File: src/rtl/tty_serial_tx.sv
// Teletype serial transmitter: shifts a parallel character out as an async frame
// (start, LSB-first data, stop bits) and keeps the transmit-done flag / IRQ.
module tty_serial_tx #(
  parameter int CLK_DIV   = 9091,
  parameter int DATA_BITS = 8,
  parameter int STOP_BITS = 2
) (
  input  logic       clk,
  input  logic       rst_n,
  input  logic       load,
  input  logic [7:0] data,
  input  logic       flag_clr,
  input  logic       flag_set,
  output logic       txd,
  output logic       busy,
  output logic       flag,
  output logic       irq
);

  localparam int TW = $clog2(CLK_DIV);
  localparam logic [TW-1:0] TIMER_RELOAD = TW'(CLK_DIV - 1);
  localparam logic [2:0] LAST_DATA = 3'(DATA_BITS - 1);
  localparam logic [2:0] LAST_STOP = 3'(STOP_BITS - 1);

  typedef enum logic [1:0] {
    S_IDLE,
    S_START,
    S_DATA,
    S_STOP
  } state_t;

  state_t        state_q, state_d;
  logic [TW-1:0] timer_q, timer_d;
  logic [2:0]    bit_cnt_q, bit_cnt_d;
  logic [7:0]    shift_q, shift_d;
  logic          txd_q, txd_d;
  logic          flag_q, flag_d;
  logic          tick;
  logic          accept;
  logic          done;

  always_ff @(posedge clk or negedge rst_n) begin
    if (!rst_n) begin
      state_q   <= S_IDLE;
      timer_q   <= '0;
      bit_cnt_q <= '0;
      shift_q   <= '0;
      txd_q     <= 1'b1;
      flag_q    <= 1'b0;
    end else begin
      state_q   <= state_d;
      timer_q   <= timer_d;
      bit_cnt_q <= bit_cnt_d;
      shift_q   <= shift_d;
      txd_q     <= txd_d;
      flag_q    <= flag_d;
    end
  end

  always_comb begin
    state_d   = state_q;
    timer_d   = timer_q;
    bit_cnt_d = bit_cnt_q;
    shift_d   = shift_q;
    txd_d     = txd_q;
    accept    = 1'b0;
    done      = 1'b0;
    tick      = (timer_q == '0);

    if (state_q != S_IDLE) begin
      timer_d = tick ? TIMER_RELOAD : (timer_q - TW'(1));
    end

    // txd_d is the line level for the cycle after this edge, so txd stays a pure flop
    case (state_q)
      S_IDLE: begin
        txd_d = 1'b1;
        if (load) begin
          accept    = 1'b1;
          shift_d   = data;
          timer_d   = TIMER_RELOAD;
          bit_cnt_d = '0;
          state_d   = S_START;
          txd_d     = 1'b0;
        end
      end
      S_START: begin
        if (tick) begin
          state_d   = S_DATA;
          bit_cnt_d = '0;
          txd_d     = shift_q[0];
        end
      end
      S_DATA: begin
        if (tick) begin
          if (bit_cnt_q == LAST_DATA) begin
            state_d   = S_STOP;
            bit_cnt_d = '0;
            txd_d     = 1'b1;
          end else begin
            shift_d   = {1'b0, shift_q[7:1]};
            bit_cnt_d = bit_cnt_q + 3'd1;
            txd_d     = shift_q[1];
          end
        end
      end
      S_STOP: begin
        txd_d = 1'b1;
        if (tick) begin
          if (bit_cnt_q == LAST_STOP) begin
            state_d   = S_IDLE;
            bit_cnt_d = '0;
            timer_d   = '0;
            done      = 1'b1;
          end else begin
            bit_cnt_d = bit_cnt_q + 3'd1;
          end
        end
      end
      default: begin
        state_d = S_IDLE;
        txd_d   = 1'b1;
      end
    endcase
  end

  // Completion wins over an explicit set, which wins over any clear
  always_comb begin
    flag_d = flag_q;
    if (done) begin
      flag_d = 1'b1;
    end else if (flag_set) begin
      flag_d = 1'b1;
    end else if (accept || flag_clr) begin
      flag_d = 1'b0;
    end
  end

  assign txd  = txd_q;
  assign busy = (state_q != S_IDLE);
  assign flag = flag_q;
  assign irq  = flag_q;

endmodule
File: config.mk
export PLATFORM = sky130hd
export DESIGN_NAME = tty_serial_tx
export DESIGN_NICKNAME = d
export VERILOG_FILES = /design/src/rtl/tty_serial_tx.sv
export SDC_FILE = /design/constraint.sdc
export NUM_CORES = 1
export LEC_CHECK = 0
export ABC_AREA = 1
export ABC_CLOCK_PERIOD_IN_PS = 3500
export CAP_MARGIN = 0
export CORE_AREA = 2 2 66 56
export DETAILED_ROUTE_END_ITERATION = 8
export DIE_AREA = 0 0 68 58
export PLACE_DENSITY = 0.8
export SLEW_MARGIN = 20
export SYNTH_ARGS = -nofsm -noshare
export SYNTH_HDL_FRONTEND = slang
export SYNTH_SLANG_ARGS = --single-unit
File: constraint.sdc
create_clock -name clk -period 3.5 [get_ports clk]
set_input_delay 0.525 -clock clk [delete_from_list [all_inputs] [get_ports clk]]
set_output_delay 0.525 -clock clk [all_outputs]
set_load 0.03 [all_outputs]
# Yosys cells after proc, flatten, opt, wreduce, memory -nomap -nowiden
# Index checks and enable logic that the tools add are counted.
dict set report op_classes {
  add_sub_neg 2
  n_mul 0
  n_div 0
  magnitude_cmp 0
  eq_ne 12
  shift 0
  mux 37
  bitwise_logic 0
  n_reduce_logical 10
}
# operator count
set op_table {}
lappend op_table {{$mux W14} 5}
lappend op_table {{$pmux W14 S2} 1}
lappend op_table {{$mux W8} 3}
lappend op_table {{$mux W3} 6}
lappend op_table {{$pmux W8 S2} 1}
lappend op_table {{$logic_not A14 Y1} 1}
lappend op_table {{$ne A2 B2 Y1 const B} 7}
lappend op_table {{$sub A14 B1 Y14 const B} 1}
lappend op_table {{$mux W1} 12}
lappend op_table {{$mux W2} 6}
lappend op_table {{$pmux W3 S4} 1}
lappend op_table {{$pmux W2 S4} 1}
lappend op_table {{$reduce_and A4 Y1} 2}
lappend op_table {{$reduce_and A6 Y1} 1}
lappend op_table {{$eq A2 B2 Y1 const B} 2}
lappend op_table {{$pmux W1 S4} 1}
lappend op_table {{$reduce_bool A2 Y1} 2}
lappend op_table {{$add A3 B1 Y3 const B} 1}
lappend op_table {{$eq A3 B1 Y1 const B} 1}
lappend op_table {{$eq A3 B3 Y1 const B} 1}
lappend op_table {{$reduce_bool A3 Y1} 1}
lappend op_table {{$eq A2 B1 Y1 const B} 1}
lappend op_table {{$logic_not A2 Y1} 1}
lappend op_table {{$reduce_and A2 Y1} 1}
lappend op_table {{$logic_or A1 B1 Y1} 1}
dict set report totals {
  regBits 29
  latchBits 0
  ram_bits 0
  romBits 0
  in_bits 13
  word_cells 67
  mem_count 0
}

# Longest topological paths before layout
dict set report logic_depth {
  word_depth 6
  ltp_mapped 11
}

# Worst setup path before layout
# Ideal clock, no wire load.
dict set report synth_timing {
  path_kind {reg2out}
  start {register state_q[0]}
  end {output busy}
  arrival_time_ns 1.076
  required_time_ns 2.975
  slack_ns 1.899
  stages_incl_launch_ff 5
  n_path_buf 1
  path_cell_list {dfrtp_1 -> inv_1 -> ha_1 -> inv_2 -> buf_2}
}
dict set report synth_between {
  elab_chain_len 1
}
# element line_no
set synth_rtl {}
lappend synth_rtl {{from (decl)} 32} ;# state_t state_q, state_d;
lappend synth_rtl {{from (signal assigned)} 51} ;# state_q <= state_d;
lappend synth_rtl {{$reduce_bool A2 Y1} 140} ;# assign busy = (state_q != S_IDLE);
lappend synth_rtl {{to (decl)} 15} ;# output logic busy,
# Every way passes these cells.

# Final worst setup path
# Ends and elaborated chain as after synthesis.

==> results.yml <==
status:
  status: "finished clean"
placement:
  hpwlAfterDp_um: 2983
  port_buffers: 16
  dpl_cell_area_um2: 2082
  dp_slack_ns: 1.268
  placed_cells: 296
  gp_congestion: 0.9106
critical_path:
  worstRegToRegCells: 7
  path_class: "flop to output port"
  path_max_fanout: 16
  r2r_end: "state_q[1]$_DFFE_PN0P_"
  reg2reg_from: "state_q[0]$_DFFE_PN0P_"
  slowest_stage: "clkdlybuf4s50_1"
  cp.depth: 4
  required_ns: 2.97
  start_kind: "flop"
  crit_end: "busy"
  cp_top_family: "buffers and inverters"
  crit_start: "state_q[0]$_DFFE_PN0P_"
  worst-endpoint-arrival_ns: 2.03
  crit_chain: "inv_1 -> ha_1 -> inv_2 -> clkdlybuf4s50_1"
  crit_buf_inv: 3
  critPathMaxStageDelay_ns: 0.72
  critPathCaptureType: "output port"
  r2r_slack_ns: 1.46
timing:
  fin_tns_setup_ns: 0
  max_clock_freq_mhz: 392.1
  slew_violations: 0
  tightestPinTransition_ns: 0.6959
  maxSlewHeadroom_pct: 53.60
  fin_ws_ns: 0.9495
  grt_setup_unrepaired: "false"
  finalCriticalPeriod_ns: 2.550
  finalHoldViolations: 0
  timing.final.crit_share_pct: 72.87
  skew_ns: 0.004666
  setup_viol_count_final: 0
  hold_slack_ns: 0.4875
grt:
  grt_pass1_vias: 1517
  grt_pass1_wl_um: 6865
  grt_overflow: 0
  grt_util_all_layers_pct: 23.53
  grt_start_max_net_pins: 30
  antenna_found_initial: 0
route:
  postRouteAntennaNets: 0
  dr.pass1.iters: 4
  dr.first_iter.drc_count: 92
  routedWlPerCell_um: 12.91
  drt-total-wl_um: 3926
  vias: 1604
  routed_via_density: 5.276
  drc: 0
power:
  leakage_nw: 1.092
  total_power_mw: 2.341
  power_density_nw_per_um2: 1056
  ir_drop_uv: 791.2
final_layout:
  antennaDiodeCount: 0
  drive_gt1_share_pct: 14.12
  final_nets: 282
  fin_area_um2: 2216
  layout.cells.non_filler: 304
  area_delta_synth_final_pct: 16.82
  utilization_pct: 67.54
cts:
  cts_tree: "yes"
  postCtsSetupRepairBufs: 0
  cts_hold_buf: 0
  numCtsBuffers: 5
  cts-resized-gates: 0
  clockBufferDepth: 2
  clock_latency_ns: 0.29
  cts_num_sinks: 29
  clkTransAtPathRegs_ns: 0.06
  root_buffer: "clkbuf_8"
  h-tree-depth: 2
floorplanning:
  die_x_um: 68
  die_height_um: 58
  rows: 19
  core_area_um2: 3281
  start_util_pct: 57.82
  die_area_um2: 3944
  io_pins: 17
synth:
  syn_nets: 262
  yosys.cell_types.count: 31
  avgSynthCellArea_um2: 7.871
  synth_cells: 241
  ys_warn_count: 0
  ys_seq_area_share_pct: 38.32
  syn_area_um2: 1897
  synth_seq_cells: 29
worst_hold_path:
  hp-class: "flop to flop"
job:
  cap_violations: 0
-- kinds of logic (layout without fill, tap and decap cells) --
| group | after synthesis | count (layout) | share of synthesized area (%) |
|---|---|---|---|
| DFF | 29 | 29 | 38.32 |
| and+or+nand+nor | 126 | 126 | 32.32 |
| AOI/OAI and AO/OA | 31 | 31 | 10.42 |
| buffers and inverters | 36 | 57 | 8.179 |
| xor gates and xnor gates | 5 | 5 | 2.309 |
| adders and majority gates | 8 | 8 | 5.277 |
| muxes | 6 | 6 | 3.166 |
-- report_power, final --
| part | leakage [nW] | switching, mW | total (mW) | internal, mW |
|---|---|---|---|---|
| sequential | 0.370 | 0.115 | 0.603 | 0.487 |
| clock | 0.0681 | 0.133 | 0.415 | 0.283 |
| combinational | 0.654 | 0.864 | 1.32 | 0.459 |
-- metal layers --
metal  global-route usage [%]  part of all wire (%)
met5                        0                     0
met4                    11.43                   1.9
met3                    4.854                   4.6
met2                    33.29                    44
met1                    34.35                    49
-- worst reg2reg max path, delay by kind of cell, from the launching register on --
family / cells / cell delay (ns)
adders and majority gates: 1 / 0.61
and+or+nand+nor: 2 / 0.20
DFF: 1 / 0.41
AOI/OAI and AO/OA: 1 / 0.30
buffers and inverters: 3 / 0.42
-- worst min path at each step --
stage | from | to | slack, ns | depth (start not counted)
6_report | shift_q[5]$_DFFE_PN0P_ | shift_q[5]$_DFFE_PN0P_ | 0.49 | 2
4_1_cts | shift_q[5]$_DFFE_PN0P_ | shift_q[5]$_DFFE_PN0P_ | 0.49 | 2
2_1_floorplan | rst_n | bit_cnt_q[0]$_DFFE_PN0P_ | 0.23 | 0
3_3_place_gp | shift_q[3]$_DFFE_PN0P_ | shift_q[3]$_DFFE_PN0P_ | 0.47 | 2
5_1_grt | shift_q[4]$_DFFE_PN0P_ | shift_q[4]$_DFFE_PN0P_ | 0.52 | 2
3_5_place_dp | shift_q[5]$_DFFE_PN0P_ | shift_q[5]$_DFFE_PN0P_ | 0.48 | 2
-- cell type report --
| cell class | count | area [µm²] |
|---|---|---|
| clock buffer | 5 | 68.82 |
| clock inverter | 3 | 65.06 |
| fill | 275 | 1065 |
| inverter | 32 | 120.1 |
| multi-input combinational | 176 | 1015 |
| sequential | 29 | 726.9 |
| tap | 42 | 52.55 |
| timing repair buffer | 17 | 167.7 |
-- state kept, by name (all words and copies together) (netlist names) --
register   cells
bit_cnt_q      3
flag           1
shift_q        8
state_q        2
timer_q       14
txd            1
-- cells in the final DEF (no fill, tap or decap) --
master,n
nand2_2,5
nand2_4,3
a21boi_0,1
inv_1,31
bufinv_16,2
or2_2,1
a31oi_1,1
buf_4,1
nand3_1,16
clkdlybuf4s50_1,16
xor2_1,4
xnor2_1,1
o21ai_0,7
inv_2,1
a211oi_1,1
nand3_4,1
nor2_2,4
nand4_1,8
nand3b_1,4
clkinv_2,1
nor3_1,1
nand2_1,58
nor2_4,3
dfstp_2,1
o21ai_2,9
nor2_1,22
mux2i_1,6
a21oi_1,9
ha_1,8
clkbuf_8,5
dfrtp_1,28
o21ai_1,2
o211ai_1,1
-- synth_stat cells (all sizes together) --
cell type | n | area, µm²
a21oi | 9 | 45.04
nor3 | 1 | 5.000
a21boi | 1 | 7.510
o21ai | 18 | 123.9
xor2 | 4 | 35.03
buf | 4 | 35.03
or2 | 1 | 6.260
dfrtp | 28 | 700.7
ha | 8 | 100.1
nand2 | 66 | 282.8
nand3b | 4 | 30.03
nor2 | 29 | 141.4
nand4 | 8 | 50.05
mux2i | 6 | 60.06
nand3 | 17 | 97.60
inv | 32 | 120.1
a31oi | 1 | 6.260
xnor2 | 1 | 8.760
o211ai | 1 | 7.510
dfstp | 1 | 26.28
a211oi | 1 | 7.510
(Power assumes the default switching activity.)
